[config.mk]
export PLATFORM = sky130hd
export DESIGN_NAME = iob_axi_burst_writer
export DESIGN_NICKNAME = d
export VERILOG_FILES = /design/src/rtl/iob_axi_burst_writer.sv
export SDC_FILE = /design/constraint.sdc
export NUM_CORES = 1
export LEC_CHECK = 0
export BUFFER_PORTS_ARGS = -buffer_cell sky130_fd_sc_hd__buf_2
export CAP_MARGIN = 20
export CORE_ASPECT_RATIO = 0.8
export CORE_MARGIN = 3
export CORE_UTILIZATION = 32
export CTS_CLUSTER_SIZE = 16
export DETAILED_ROUTE_END_ITERATION = 10
export GPL_ROUTABILITY_DRIVEN = 0
export SYNTH_ARGS = -nofsm -noshare
export SYNTH_HDL_FRONTEND = slang
export SYNTH_SLANG_ARGS = --single-unit
[constraint.sdc]
create_clock -name clk_i -period 3.6 [get_ports clk_i]
set_input_delay 0.36 -clock clk_i [delete_from_list [all_inputs] [get_ports clk_i]]
set_output_delay 0.36 -clock clk_i [all_outputs]
set_load 0.01 [all_outputs]
[src/rtl/iob_axi_burst_writer.sv]
// AXI4 write-only initiator: drains a valid/ready word stream into memory as INCR bursts.
// Optional macro IOB_AXI_BURST_WRITER_BOUNDARY_4K_EN keeps every burst inside one 4 KB page.
module iob_axi_burst_writer #(
  parameter int unsigned AXI_ID_W   = 4,
  parameter int unsigned AXI_LEN_W  = 8,
  parameter int unsigned AXI_ADDR_W = 24,
  parameter int unsigned AXI_DATA_W = 32,
  parameter int unsigned MAX_BURST  = 16,
  parameter int unsigned CNT_W      = 16
) (
  input  logic                    clk_i,
  input  logic                    arst_i,
  input  logic                    start_i,
  input  logic [AXI_ADDR_W-1:0]   addr_i,
  input  logic [CNT_W-1:0]        len_i,
  input  logic [AXI_DATA_W-1:0]   data_i,
  input  logic                    valid_i,
  output logic                    ready_o,
  output logic                    busy_o,
  output logic                    done_o,
  output logic                    err_o,
  output logic [AXI_ID_W-1:0]     axi_awid_o,
  output logic [AXI_ADDR_W-1:0]   axi_awaddr_o,
  output logic [AXI_LEN_W-1:0]    axi_awlen_o,
  output logic [2:0]              axi_awsize_o,
  output logic [1:0]              axi_awburst_o,
  output logic [1:0]              axi_awlock_o,
  output logic [3:0]              axi_awcache_o,
  output logic [2:0]              axi_awprot_o,
  output logic [3:0]              axi_awqos_o,
  output logic                    axi_awvalid_o,
  input  logic                    axi_awready_i,
  output logic [AXI_DATA_W-1:0]   axi_wdata_o,
  output logic [AXI_DATA_W/8-1:0] axi_wstrb_o,
  output logic                    axi_wlast_o,
  output logic                    axi_wvalid_o,
  input  logic                    axi_wready_i,
  input  logic [AXI_ID_W-1:0]     axi_bid_i,
  input  logic [1:0]              axi_bresp_i,
  input  logic                    axi_bvalid_i,
  output logic                    axi_bready_o
);

  localparam int unsigned STRB_W = AXI_DATA_W / 8;
  localparam int unsigned OFF    = $clog2(STRB_W);
  localparam int unsigned BW     = AXI_LEN_W + 1;
  localparam int unsigned MW     = CNT_W + BW + 13;

  typedef enum logic [1:0] {S_IDLE, S_ADDR, S_DATA, S_RESP} state_t;

  state_t                  state_q, state_d;
  logic [AXI_ADDR_W-1:0]   addr_q, addr_d;
  logic [CNT_W-1:0]        rem_q, rem_d;
  logic [BW-1:0]           beats_q, beats_d;
  logic [BW-1:0]           beat_cnt_q, beat_cnt_d;
  logic                    wlast_q, wlast_d;
  logic                    done_q, done_d;
  logic                    err_q, err_d;
  logic                    aw_hs, w_hs, b_hs;
  logic [MW-1:0]           lim;
  logic                    unused_sig;

  assign aw_hs = (state_q == S_ADDR) && axi_awready_i;
  assign w_hs  = (state_q == S_DATA) && valid_i && axi_wready_i;
  assign b_hs  = (state_q == S_RESP) && axi_bvalid_i;

  always_ff @(posedge clk_i or posedge arst_i) begin
    if (arst_i) state_q <= S_IDLE;
    else        state_q <= state_d;
  end

  always_comb begin
    state_d = state_q;
    case (state_q)
      S_IDLE: if (start_i && (len_i != '0)) state_d = S_ADDR;
      S_ADDR: if (aw_hs) state_d = S_DATA;
      S_DATA: if (w_hs && wlast_q) state_d = S_RESP;
      S_RESP: if (b_hs) state_d = ((rem_q - CNT_W'(beats_q)) == '0) ? S_IDLE : S_ADDR;
      default: state_d = S_IDLE;
    endcase
  end

  always_comb begin
    axi_awvalid_o = (state_q == S_ADDR);
    axi_awaddr_o  = addr_q;
    axi_awlen_o   = (state_q == S_ADDR) ? AXI_LEN_W'(beats_q - BW'(1)) : '0;
    axi_wvalid_o  = (state_q == S_DATA) && valid_i;
    axi_wdata_o   = (state_q == S_DATA) ? data_i : '0;
    axi_wlast_o   = wlast_q;
    ready_o       = (state_q == S_DATA) && axi_wready_i;
    axi_bready_o  = (state_q == S_RESP);
    busy_o        = (state_q != S_IDLE);
    done_o        = done_q;
    err_o         = err_q;
  end

  assign axi_awid_o    = '0;
  assign axi_awsize_o  = 3'(OFF);
  assign axi_awburst_o = 2'b01;
  assign axi_awlock_o  = 2'b00;
  assign axi_awcache_o = 4'b0011;
  assign axi_awprot_o  = 3'b000;
  assign axi_awqos_o   = 4'b0000;
  assign axi_wstrb_o   = '1;

  // Transfer bookkeeping: address/remaining advance only once the burst is acknowledged.
  always_comb begin
    addr_d     = addr_q;
    rem_d      = rem_q;
    beat_cnt_d = beat_cnt_q;
    wlast_d    = wlast_q;
    done_d     = 1'b0;
    err_d      = err_q;
    case (state_q)
      S_IDLE: begin
        if (start_i) begin
          if (len_i == '0) begin
            done_d = 1'b1;
          end else begin
            addr_d = addr_i & ~AXI_ADDR_W'(STRB_W - 1);
            rem_d  = len_i;
            err_d  = 1'b0;
          end
        end
      end
      S_ADDR: begin
        if (aw_hs) begin
          beat_cnt_d = '0;
          wlast_d    = (beats_q == BW'(1));
        end
      end
      S_DATA: begin
        if (w_hs) begin
          beat_cnt_d = beat_cnt_q + BW'(1);
          wlast_d    = ((beat_cnt_q + BW'(2)) == beats_q);
        end
      end
      S_RESP: begin
        if (b_hs) begin
          err_d  = err_q | (axi_bresp_i != 2'b00);
          addr_d = addr_q + (AXI_ADDR_W'(beats_q) << OFF);
          rem_d  = rem_q - CNT_W'(beats_q);
          done_d = (rem_d == '0);
        end
      end
      default: ;
    endcase
  end

`ifdef IOB_AXI_BURST_WRITER_BOUNDARY_4K_EN
  logic [12:0] w4k;
  assign w4k = (13'h1000 - {1'b0, addr_d[11:0]}) >> OFF;
`endif

  // Burst length is fixed when entering ADDR, from the address/count it will use.
  always_comb begin
    lim = MW'(rem_d);
    if (lim > MW'(MAX_BURST)) lim = MW'(MAX_BURST);
`ifdef IOB_AXI_BURST_WRITER_BOUNDARY_4K_EN
    if (lim > MW'(w4k)) lim = MW'(w4k);
`endif
    beats_d = ((state_d == S_ADDR) && (state_q != S_ADDR)) ? BW'(lim) : beats_q;
  end

  assign unused_sig = ^{axi_bid_i, lim};

  always_ff @(posedge clk_i or posedge arst_i) begin
    if (arst_i) begin
      addr_q     <= '0;
      rem_q      <= '0;
      beats_q    <= '0;
      beat_cnt_q <= '0;
      wlast_q    <= 1'b0;
      done_q     <= 1'b0;
      err_q      <= 1'b0;
    end else begin
      addr_q     <= addr_d;
      rem_q      <= rem_d;
      beats_q    <= beats_d;
      beat_cnt_q <= beat_cnt_d;
      wlast_q    <= wlast_d;
      done_q     <= done_d;
      err_q      <= err_d;
    end
  end

endmodule
==> impl_metrics.tcl <==
set metrics [dict create \
    clk_pin_slew_ns 0.06 \
    slowest_delay_ns 0.52 \
    core-area_um2 15160 \
    syn_avg_cell_area_um2 8.208 \
    setup_viol 0 \
    p_per_area_nw_per_um2 805.7 \
    ys_warn_count 0 \
    die_area_um2 17170 \
    grtUsageTotal_pct 18.82 \
    fin_ws_ns 0.02486 \
    finalCritPeriodShare_pct 99.31 \
    end_kind "flop" \
    busiest_layer "met1" \
    ctsHoldBuffers 0 \
    finalWirelength_um 16450 \
    cp_slowest_cell "or4_4" \
    rows 40 \
    holdWs_ns 0.2548 \
    avgViaCountPerCell 5.181 \
    hold_path.class "input port to flop" \
    firstDrtPassIters 4 \
    gr-usage-met1_pct 28.22 \
    dp_slack_ns 0.003344 \
    drt_iter0_drc 324 \
    crit_chain "ha_2 -> fa_2 -> nand2b_4 -> a21oi_4 -> o211ai_1 -> a222oi_1 -> o211ai_1 -> or4_4 -> or4_4 -> nor3_4 -> a22o_1" \
    rr_endpoint "beats_q[1]" \
    slew_viol_final 0 \
    grt_util_met2_pct 27.80 \
    drive_gt1_share_pct 29.62 \
    overflow 0 \
    crit_fanout 5 \
    initial_core_util_pct 32.96 \
    reg2reg_slack_ns 0.02 \
    worstSetupStartpointType "flop" \
    ys_top_cells_by_area "dfrtp_1 (31%), ha_1 (6.3%), and2_1 (5.3%)" \
    clockBufferDepth 2 \
    criticalPathCategory "flop to flop" \
    yosys-top-cells-count "dfrtp_1 (61), nor2_1 (46), and2_1 (42), nand2_1 (41), a21oi_1 (40)" \
    vias 5181 \
    arrival_ns 3.86 \
    synth.most_common_cell "dfrtp_1" \
    status "finished clean" \
    grt_pass1_wl_um 26360 \
    rsz0062_at_grt "true" \
    placedInstanceArea_um2 6086 \
    drv_cap 0 \
    grt_pass1_vias 4833 \
    routedWlPerCell_um 16.45 \
    total_power_mw 5.236 \
    synth_top_area_share_pct 30.54 \
    yosys.area.top_type "dfrtp_1" \
    ios 183 \
    r2r_cells 11 \
    synth_cell_types 63 \
    numCtsBuffers 9 \
    synth_edf_count 0 \
    cts-htree-levels 3 \
    ys_seq_area_share_pct 30.54 \
    port_buffers 148 \
    antenna_left 0 \
    synthToLayoutAreaGrowth_pct 30.01 \
    ys.flop_type "dfrtp_1" \
    hold_viol_final 0 \
    cp.required_ns 3.88 \
    drcViolationCount 0 \
    antenna_found_initial 0 \
    postLayoutCellArea_um2 6499 \
    hp-start "addr_i[14]" \
    synth_area_um2 4999 \
    ys_ff_latch 61 \
    fmax_mhz 279.7 \
    syn_inst 609 \
    grt_max_degree 62 \
    dp_hpwl_um 12600 \
    ir_drop_uv 375.3 \
    fin_nets 897 \
    whs_path_depth 2 \
    grt_util_met3_pct 3.965 \
    worstReg2RegStart "beats_q[0]" \
    root_buffer "clkbuf_16" \
    max_slew.worst_pin.slew_ns 0.8234 \
    die_w_um 145.7 \
    ys_async_sr_fraction_pct 100.0 \
    finClkSkew_ns 0.008372 \
    slew-limit-headroom_pct 45.10 \
    nFillCells 1559 \
    diodes 0 \
    whs_endpoint "axi_awaddr_o[14]" \
    min_period_ns 3.575 \
    tns_ns 0 \
    die_h_um 117.8 \
    clk_latency_ns 0.34 \
    cts_tree "yes" \
    power.leakage_nw 3.202 \
    clock_sinks 61 \
]
[placed cells by master, fill, tap and decap left out, types with 13 or more instances in the layout]
cell / n
xor2_1: 13
nor2_1: 45
nand2_1: 41
ha_1: 22
buf_4: 45
xnor2_1: 21
inv_1: 34
nand3_1: 17
dfrtp_1: 61
conb_1: 28
nor3_1: 16
and3_1: 13
buf_2: 148
a21oi_1: 37
and2_1: 42
o21ai_0: 30
[critical path: cells and delay by family, from the launching register on]
family,cells,cell delay (ns)
flops,1,0.39
compound gates,5,1.04
simple gates,4,1.47
fa+ha+maj,2,0.61
[flip-flops by register name (all words and copies together) (netlist names)]
register      flops
state_q           2
axi_awaddr_o     22
rem_q            16
done_o            1
err_o             1
beats_q           9
axi_wlast_o       1
beat_cnt_q        9
[worst max path at each step]
stage               startpoint          to  slack (ns)
finish              beats_q[0]  beats_q[1]        0.02
CTS                 beats_q[0]  beats_q[1]        0.03
global placement    beats_q[0]  beats_q[0]        0.03
detailed placement  beats_q[0]  beats_q[1]       0.003
floorplan           beats_q[0]  beats_q[0]        0.30
global route        beats_q[0]  beats_q[1]       -0.09
[kinds of logic (layout without fill, tap and decap cells)]
logic type      count (synthesis)  count (layout)  synth area share (%)
simple gates                  221             221                 23.30
compound gates                165             165                 22.40
buf+inv                        91             246                 8.986
flops                          61              61                 30.54
xor+xnor                       34              34                 5.958
fa+ha+maj                      27              27                 7.059
mux                             8               8                 1.602
other cells                     2              28                0.1502
[metal layers]
layer  vias up  routed length (um)
met3        14                1182
met4         0                 170
met5         -                   0
met2       197                7071
met1      2464                8021
li1       2506                   -
[layout make-up]
class	instances	area [um^2]	share of cell area [%]
multi-input cells	483	3191	49.10
well taps	210	262.8	4.043
repair buffers	193	1079	16.60
flip-flops and latches	61	1526	23.49
inverters	37	138.9	2.137
clock inverters	6	72.57	1.117
clock buffers	10	229.0	3.523
[report_power, final]
group          leakage (nW)  total [mW]  internal [mW]  switching [mW]
combinational          2.28        3.18           1.34            1.84
clock                 0.143       0.896          0.542           0.353
sequential            0.777        1.16          0.909           0.250
[through the flow]
stage,cells,utilization [%]
floorplan,635,-
global placement,978,40.13
detailed placement,978,40.13
CTS,995,42.17
global route,1000,42.85
finish,1000,42.85
[timing repair]
| item | in CTS | in global routing |
|---|---|---|
| buffers inserted | 1 | 5 |
| pin swaps | 2 | 9 |
| resized for setup | 0 | 16 |
| gates cloned | 0 | 0 |
| endpoints found under the setup margin | 5 | 9 |
No activity file was read; power rests on OpenSTA's default activity.
